==> src/rtl/fan_run_sequencer.sv <==
// fan_run_sequencer: button-driven fan run/speed/timer-stage controller.
// Ports: clk, reset_p (sync, active-high); btn_speed/btn_timer/btn_off
//   one-cycle pulses; timer_value BCD count in. fan_run, speed, duty,
//   timer_load strobe, timer_preset, timer_led one-hot, timeout_evt out.
// Optional macro FAN_SOFT_START_EN: ramp duty upward one step per RAMP_DIV.
module fan_run_sequencer #(
    parameter logic [15:0] PRESET1  = 16'h0100,
    parameter logic [15:0] PRESET2  = 16'h0300,
    parameter logic [15:0] PRESET3  = 16'h0500,
    parameter logic [7:0]  DUTY1    = 8'd85,
    parameter logic [7:0]  DUTY2    = 8'd170,
    parameter logic [7:0]  DUTY3    = 8'd255,
    parameter int          RAMP_DIV = 1000
) (
    input  logic        clk,
    input  logic        reset_p,
    input  logic        btn_speed,
    input  logic        btn_timer,
    input  logic        btn_off,
    input  logic [15:0] timer_value,
    output logic        fan_run,
    output logic [1:0]  speed,
    output logic [7:0]  duty,
    output logic        timer_load,
    output logic [15:0] timer_preset,
    output logic [2:0]  timer_led,
    output logic        timeout_evt
);

    typedef enum logic [1:0] {
        OFF, RUN, TIMED, EXPIRE
    } state_t;

    state_t      state_q, state_d;
    logic [1:0]  speed_q, speed_d;
    logic [1:0]  stage_q, stage_d;
    logic        armed_q, armed_d;
    logic        load_q, load_d;
    logic [15:0] preset_q, preset_d;
    logic        evt_q, evt_d;
    logic        run_q, run_d;
    logic [2:0]  led_q, led_d;
    logic [7:0]  duty_q, duty_d;
    logic [7:0]  tgt;
    logic [1:0]  speed_nx;
    logic        expire;

    assign speed_nx = (speed_q == 2'd3) ? 2'd1 : speed_q + 2'd1;
    assign expire   = (state_q == TIMED) && armed_q
                      && (timer_value == 16'h0000);

    always_comb begin
        state_d  = state_q;
        speed_d  = speed_q;
        stage_d  = stage_q;
        armed_d  = armed_q;
        load_d   = 1'b0;
        preset_d = preset_q;
        evt_d    = 1'b0;
        // The count has left zero, so a later zero is a real expiry.
        if (state_q == TIMED && timer_value != 16'h0000)
            armed_d = 1'b1;
        unique case (state_q)
            OFF: begin
                if (btn_speed) begin
                    state_d = RUN;
                    speed_d = 2'd1;
                end
            end
            RUN: begin
                if (btn_off) begin
                    state_d = OFF;
                    speed_d = 2'd0;
                    stage_d = 2'd0;
                end else if (btn_timer) begin
                    state_d  = TIMED;
                    stage_d  = 2'd1;
                    load_d   = 1'b1;
                    preset_d = PRESET1;
                    armed_d  = 1'b0;
                end else if (btn_speed) begin
                    speed_d = speed_nx;
                end
            end
            TIMED: begin
                if (btn_off) begin
                    state_d  = OFF;
                    speed_d  = 2'd0;
                    stage_d  = 2'd0;
                    load_d   = 1'b1;
                    preset_d = 16'h0000;
                    armed_d  = 1'b0;
                end else if (expire) begin
                    state_d = EXPIRE;
                    speed_d = 2'd0;
                    stage_d = 2'd0;
                    evt_d   = 1'b1;
                    armed_d = 1'b0;
                end else if (btn_timer) begin
                    load_d  = 1'b1;
                    armed_d = 1'b0;
                    case (stage_q)
                        2'd1: begin
                            stage_d  = 2'd2;
                            preset_d = PRESET2;
                        end
                        2'd2: begin
                            stage_d  = 2'd3;
                            preset_d = PRESET3;
                        end
                        default: begin
                            stage_d  = 2'd0;
                            preset_d = 16'h0000;
                            state_d  = RUN;
                        end
                    endcase
                end else if (btn_speed) begin
                    speed_d = speed_nx;
                end
            end
            EXPIRE: begin
                state_d = OFF;
                armed_d = 1'b0;
            end
            default: state_d = OFF;
        endcase
        run_d = (state_d == RUN) || (state_d == TIMED);
        unique case (stage_d)
            2'd1:    led_d = 3'b001;
            2'd2:    led_d = 3'b010;
            2'd3:    led_d = 3'b100;
            default: led_d = 3'b000;
        endcase
    end

    always_comb begin
        unique case (speed_q)
            2'd1:    tgt = DUTY1;
            2'd2:    tgt = DUTY2;
            2'd3:    tgt = DUTY3;
            default: tgt = 8'd0;
        endcase
    end

`ifdef FAN_SOFT_START_EN
    localparam int CW = $clog2(RAMP_DIV + 1);
    logic [CW-1:0] ramp_q, ramp_d;

    // Rises creep up from the present duty; falls jump at once.
    always_comb begin
        ramp_d = '0;
        duty_d = duty_q;
        if (tgt == 8'd0 || tgt < duty_q) begin
            duty_d = tgt;
        end else if (tgt > duty_q) begin
            if (ramp_q == CW'(RAMP_DIV - 1))
                duty_d = duty_q + 8'd1;
            else
                ramp_d = ramp_q + 1'b1;
        end
    end

    always_ff @(posedge clk) begin
        if (reset_p) ramp_q <= '0;
        else         ramp_q <= ramp_d;
    end
`else
    assign duty_d = tgt;
`endif

    always_ff @(posedge clk) begin
        if (reset_p) begin
            state_q  <= OFF;
            speed_q  <= 2'd0;
            stage_q  <= 2'd0;
            armed_q  <= 1'b0;
            load_q   <= 1'b0;
            preset_q <= 16'h0000;
            evt_q    <= 1'b0;
            run_q    <= 1'b0;
            led_q    <= 3'b000;
            duty_q   <= 8'd0;
        end else begin
            state_q  <= state_d;
            speed_q  <= speed_d;
            stage_q  <= stage_d;
            armed_q  <= armed_d;
            load_q   <= load_d;
            preset_q <= preset_d;
            evt_q    <= evt_d;
            run_q    <= run_d;
            led_q    <= led_d;
            duty_q   <= duty_d;
        end
    end

    assign fan_run      = run_q;
    assign speed        = speed_q;
    assign duty         = duty_q;
    assign timer_load   = load_q;
    assign timer_preset = preset_q;
    assign timer_led    = led_q;
    assign timeout_evt  = evt_q;

endmodule

==> config.mk <==
export PLATFORM = sky130hd
export DESIGN_NAME = fan_run_sequencer
export DESIGN_NICKNAME = d
export VERILOG_FILES = /design/src/rtl/fan_run_sequencer.sv
export SDC_FILE = /design/constraint.sdc
export NUM_CORES = 1
export LEC_CHECK = 0
export BUFFER_PORTS_ARGS = -buffer_cell sky130_fd_sc_hd__buf_2
export CAP_MARGIN = 15
export CORE_MARGIN = 1.5
export CORE_UTILIZATION = 30
export DETAILED_ROUTE_END_ITERATION = 10
export HOLD_SLACK_MARGIN = 0.03
export PLACE_DENSITY_LB_ADDON = 0.25
export SYNTH_ARGS = -nofsm -noshare
export SYNTH_HDL_FRONTEND = slang
export SYNTH_SLANG_ARGS = --single-unit
==> constraint.sdc <==
create_clock -name clk -period 1.97 [get_ports clk]
set_clock_uncertainty 0.05 [all_clocks]
set_input_delay 0.0985 -clock clk [delete_from_list [all_inputs] [get_ports clk]]
set_output_delay 0.0985 -clock clk [all_outputs]
set_load 0.01 [all_outputs]
==> results.sh <==
export IMPL_status="completed"
export IMPL_dr_wl_met2_um=1260
export IMPL_cts_sinks=18
export IMPL_drv_slew=0
export IMPL_dieWidth_um=66.8
export IMPL_r2r_end="timer_led[1]"
export IMPL_drc_errors=0
export IMPL_hold_ws_ns=0.148
export IMPL_min_delay_start="reset_p"
export IMPL_holdPathStages=2
export IMPL_p_leak_nw=0.657
export IMPL_dr_total_vias=1061
export IMPL_io_buffers=39
export IMPL_dp_cells=220
export IMPL_diodes=0
export IMPL_cts_root_buffer="clkbuf_8"
export IMPL_period_share=0.921
export IMPL_clk_latency_ns=0.26
export IMPL_coreArea_sq_mm=0.00377
export IMPL_worstHoldPathType="in2reg"
export IMPL_path_cells="inv_1, ha_2, nand2b_1, a21oi_2, o21ai_2, a32o_2, nor2b_2"
export IMPL_cap_violations=0
export IMPL_dp_hpwl_um=2020
export IMPL_first_global_vias=999
export IMPL_die_area_sq_mm=0.00446
export IMPL_ys_warn_count=0
export IMPL_p_per_area_mw_per_mm2=1090
export IMPL_postCtsHoldBufs=0
export IMPL_min_period_ns=1.81
export IMPL_grt_pass1_wl_um=4150
export IMPL_critPathLaunch="state_q[0]"
export IMPL_setup_viol=0
export IMPL_routabilityCongestion=0.885
export IMPL_drt_iter0_markers=34
export IMPL_highest_layer="met4"
export IMPL_cp_slowest_stage_delay_ns=0.33
export IMPL_finalHoldViolCount=0
export IMPL_drive_gt1_frac=0.358
export IMPL_routedLengthMet1_um=1080
export IMPL_fin_area_sq_mm=0.00144
export IMPL_grt_max_degree=17
export IMPL_final_setup_tns_ns=0
export IMPL_start_util=0.323
export IMPL_placed_cell_area_sq_mm=0.00137
export IMPL_die_h_um=66.8
export IMPL_path_class="reg2reg"
export IMPL_syn_avg_cell_area_sq_um=8.65
export IMPL_cts_tree="built"
export IMPL_routed_wl_um=2560
export IMPL_numCtsBuffers=3
export IMPL_final_util=0.381
export IMPL_synth_cell_area_sq_mm=0.00122
export IMPL_route_antenna_remaining_nets=0
export IMPL_final_seq_area_sq_um=360
export IMPL_cp_required_ns=2.07
export IMPL_fmax_ghz=0.551
export IMPL_cts_path_max_buffers=2
export IMPL_slowest_stage="dfxtp_1"
export IMPL_yosysSeqAreaShare=0.295
export IMPL_netlist_instances=141
export IMPL_row_count=22
export IMPL_cts_htree_levels=1
export IMPL_grtUsageTotal=0.122
export IMPL_nets=209
export IMPL_syn_to_final_growth_pct=17.7
export IMPL_reg2reg_depth=7
export IMPL_multi_input_area_sq_um=724
export IMPL_cp_max_fo=8
export IMPL_vias_per_cell=4.74
export IMPL_r2r_start="state_q[0]"
export IMPL_cp_arrival_ns=1.92
export IMPL_dr_wl_met3_um=160
export IMPL_cts_clk_slew_worst_paths_ns=0.07
export IMPL_worstHoldEndpoint="timer_preset[8]"
export IMPL_end_kind="flop"
export IMPL_synth_seq_cells=18
export IMPL_wl_per_cell_um=11.4
export IMPL_start_kind="flop"
export IMPL_r2r_slack_ns=0.16
export IMPL_antenna_found_initial=0
export IMPL_ys_types=39
export IMPL_fillCellCount=381
export IMPL_rsz0062_at_grt="no"
export IMPL_grt_ovfl_total=0
export IMPL_final_cells=224
export IMPL_firstDrtPassIters=4
export IMPL_peakVddDrop_mv=0.286
export IMPL_ios=53
-- worst max-delay path by stage --
stage / end / slack, ns / depth (start not counted)
after floorplan: timer_led[1] / 0.34 / 7
after global placement: timer_led[1] / 0.17 / 7
after detailed placement: timer_led[1] / 0.14 / 7
after CTS: timer_led[1] / 0.10 / 7
after global routing: fan_run / 0.04 / 8
final: timer_led[1] / 0.16 / 7
-- synth_stat cells (all sizes together) --
library cell | n | area [sq um]
nor2b | 3 | 21.3
o211ai | 2 | 15.0
buf | 19 | 143
nor3 | 4 | 30.0
xnor2 | 1 | 8.76
o21ai | 9 | 48.8
ha | 11 | 138
nor3b | 1 | 7.51
conb | 1 | 3.75
nand4 | 1 | 6.26
o22ai | 1 | 6.26
nor4 | 5 | 82.6
inv | 11 | 41.3
o31ai | 2 | 20.0
nor2 | 14 | 55.1
nand2 | 10 | 37.5
a211oi | 2 | 20.0
and4 | 1 | 11.3
mux2i | 1 | 10.0
nand2b | 5 | 38.8
o221ai | 1 | 8.76
a32o | 2 | 22.5
clkbuf | 1 | 3.75
nand3 | 1 | 5.00
dfxtp | 18 | 360
a21oi | 13 | 68.8
a31oi | 1 | 6.26
-- logic make-up (layout without fill, tap and decap cells) --
family | after synthesis | in the layout | share of synthesized area
XOR/XNOR | 1 | 1 | 0.00718
multiplexers | 1 | 1 | 0.00821
buffers and inverters | 31 | 54 | 0.154
adder cells (fa/ha/maj) | 11 | 11 | 0.113
flip-flops | 18 | 18 | 0.295
other | 1 | 13 | 0.00307
AND/OR/NAND/NOR | 45 | 45 | 0.242
AO/OA/AOI/OAI | 33 | 33 | 0.177
-- worst max-delay path, delay by kind of cell (launching register included) --
kind            cells  cell delay (ns)
flops               1             0.33
compound gates      3             0.63
fa+ha+maj           1             0.27
simple gates        2             0.28
buf+inv             1             0.14
-- flip-flops by register name, summed over array words and instances (netlist names), 2 cells and up --
name          cells
state_q           2
timer_preset      3
timer_led         3
speed             2
stage_q           2
duty              2
-- power breakdown --
group	switching [mW]	internal, mW
clock network	0.125	0.178
logic	0.449	0.312
registers	0.0564	0.441
-- metal layers --
| layer | vias to the layer above | global-route usage |
|---|---|---|
| met5 | - | 0 |
| met4 | 0 | 0.0791 |
| met3 | 5 | 0.0203 |
| met2 | 52 | 0.218 |
| met1 | 483 | 0.133 |
| li1 | 521 | - |
-- placed cells by master (no fill, tap or decap) --
cell type   n
a211oi_1    1
a211oi_2    1
a21oi_1    12
a21oi_2     1
a31oi_1     1
a32o_2      2
and4_4      1
buf_2      39
clkbuf_8    4
conb_1     13
dfxtp_1    18
ha_1       10
ha_2        1
inv_1      10
inv_2       1
mux2i_1     1
nand2_1    10
nand2b_1    4
nand2b_4    1
nand3_1     1
nand4_1     1
nor2_1     13
nor2_2      1
nor2b_2     3
nor3_1      2
nor3_2      2
nor3b_1     1
nor4_1      1
nor4_2      1
nor4_4      3
o211ai_1    2
o21ai_0     7
o21ai_1     1
o21ai_2     1
o221ai_1    1
o22ai_1     1
o31ai_1     1
o31ai_2     1
xnor2_1     1
-- stage by stage --
step / total power [mW] / worst slack (ns)
2_1_floorplan: 1.08 / 0.342
3_3_place_gp: 1.24 / 0.174
3_5_place_dp: 1.25 / 0.141
4_1_cts: 1.56 / 0.103
5_1_grt: 1.70 / 0.0441
6_report: 1.56 / 0.156
-- area by class of cell --
cell class / instances / share of cell area
multi-input combinational: 104 / 0.504
sequential: 18 / 0.251
timing repair buffer: 39 / 0.136
tap: 48 / 0.0418
clock buffer: 4 / 0.0383
inverter: 11 / 0.0287
-- timing repair --
item / CTS / global route
endpoints found under the setup margin: 0 / 2
gates resized for setup: 0 / 3
setup buffers: 0 / 0
Power figures use the tool's default switching activity.
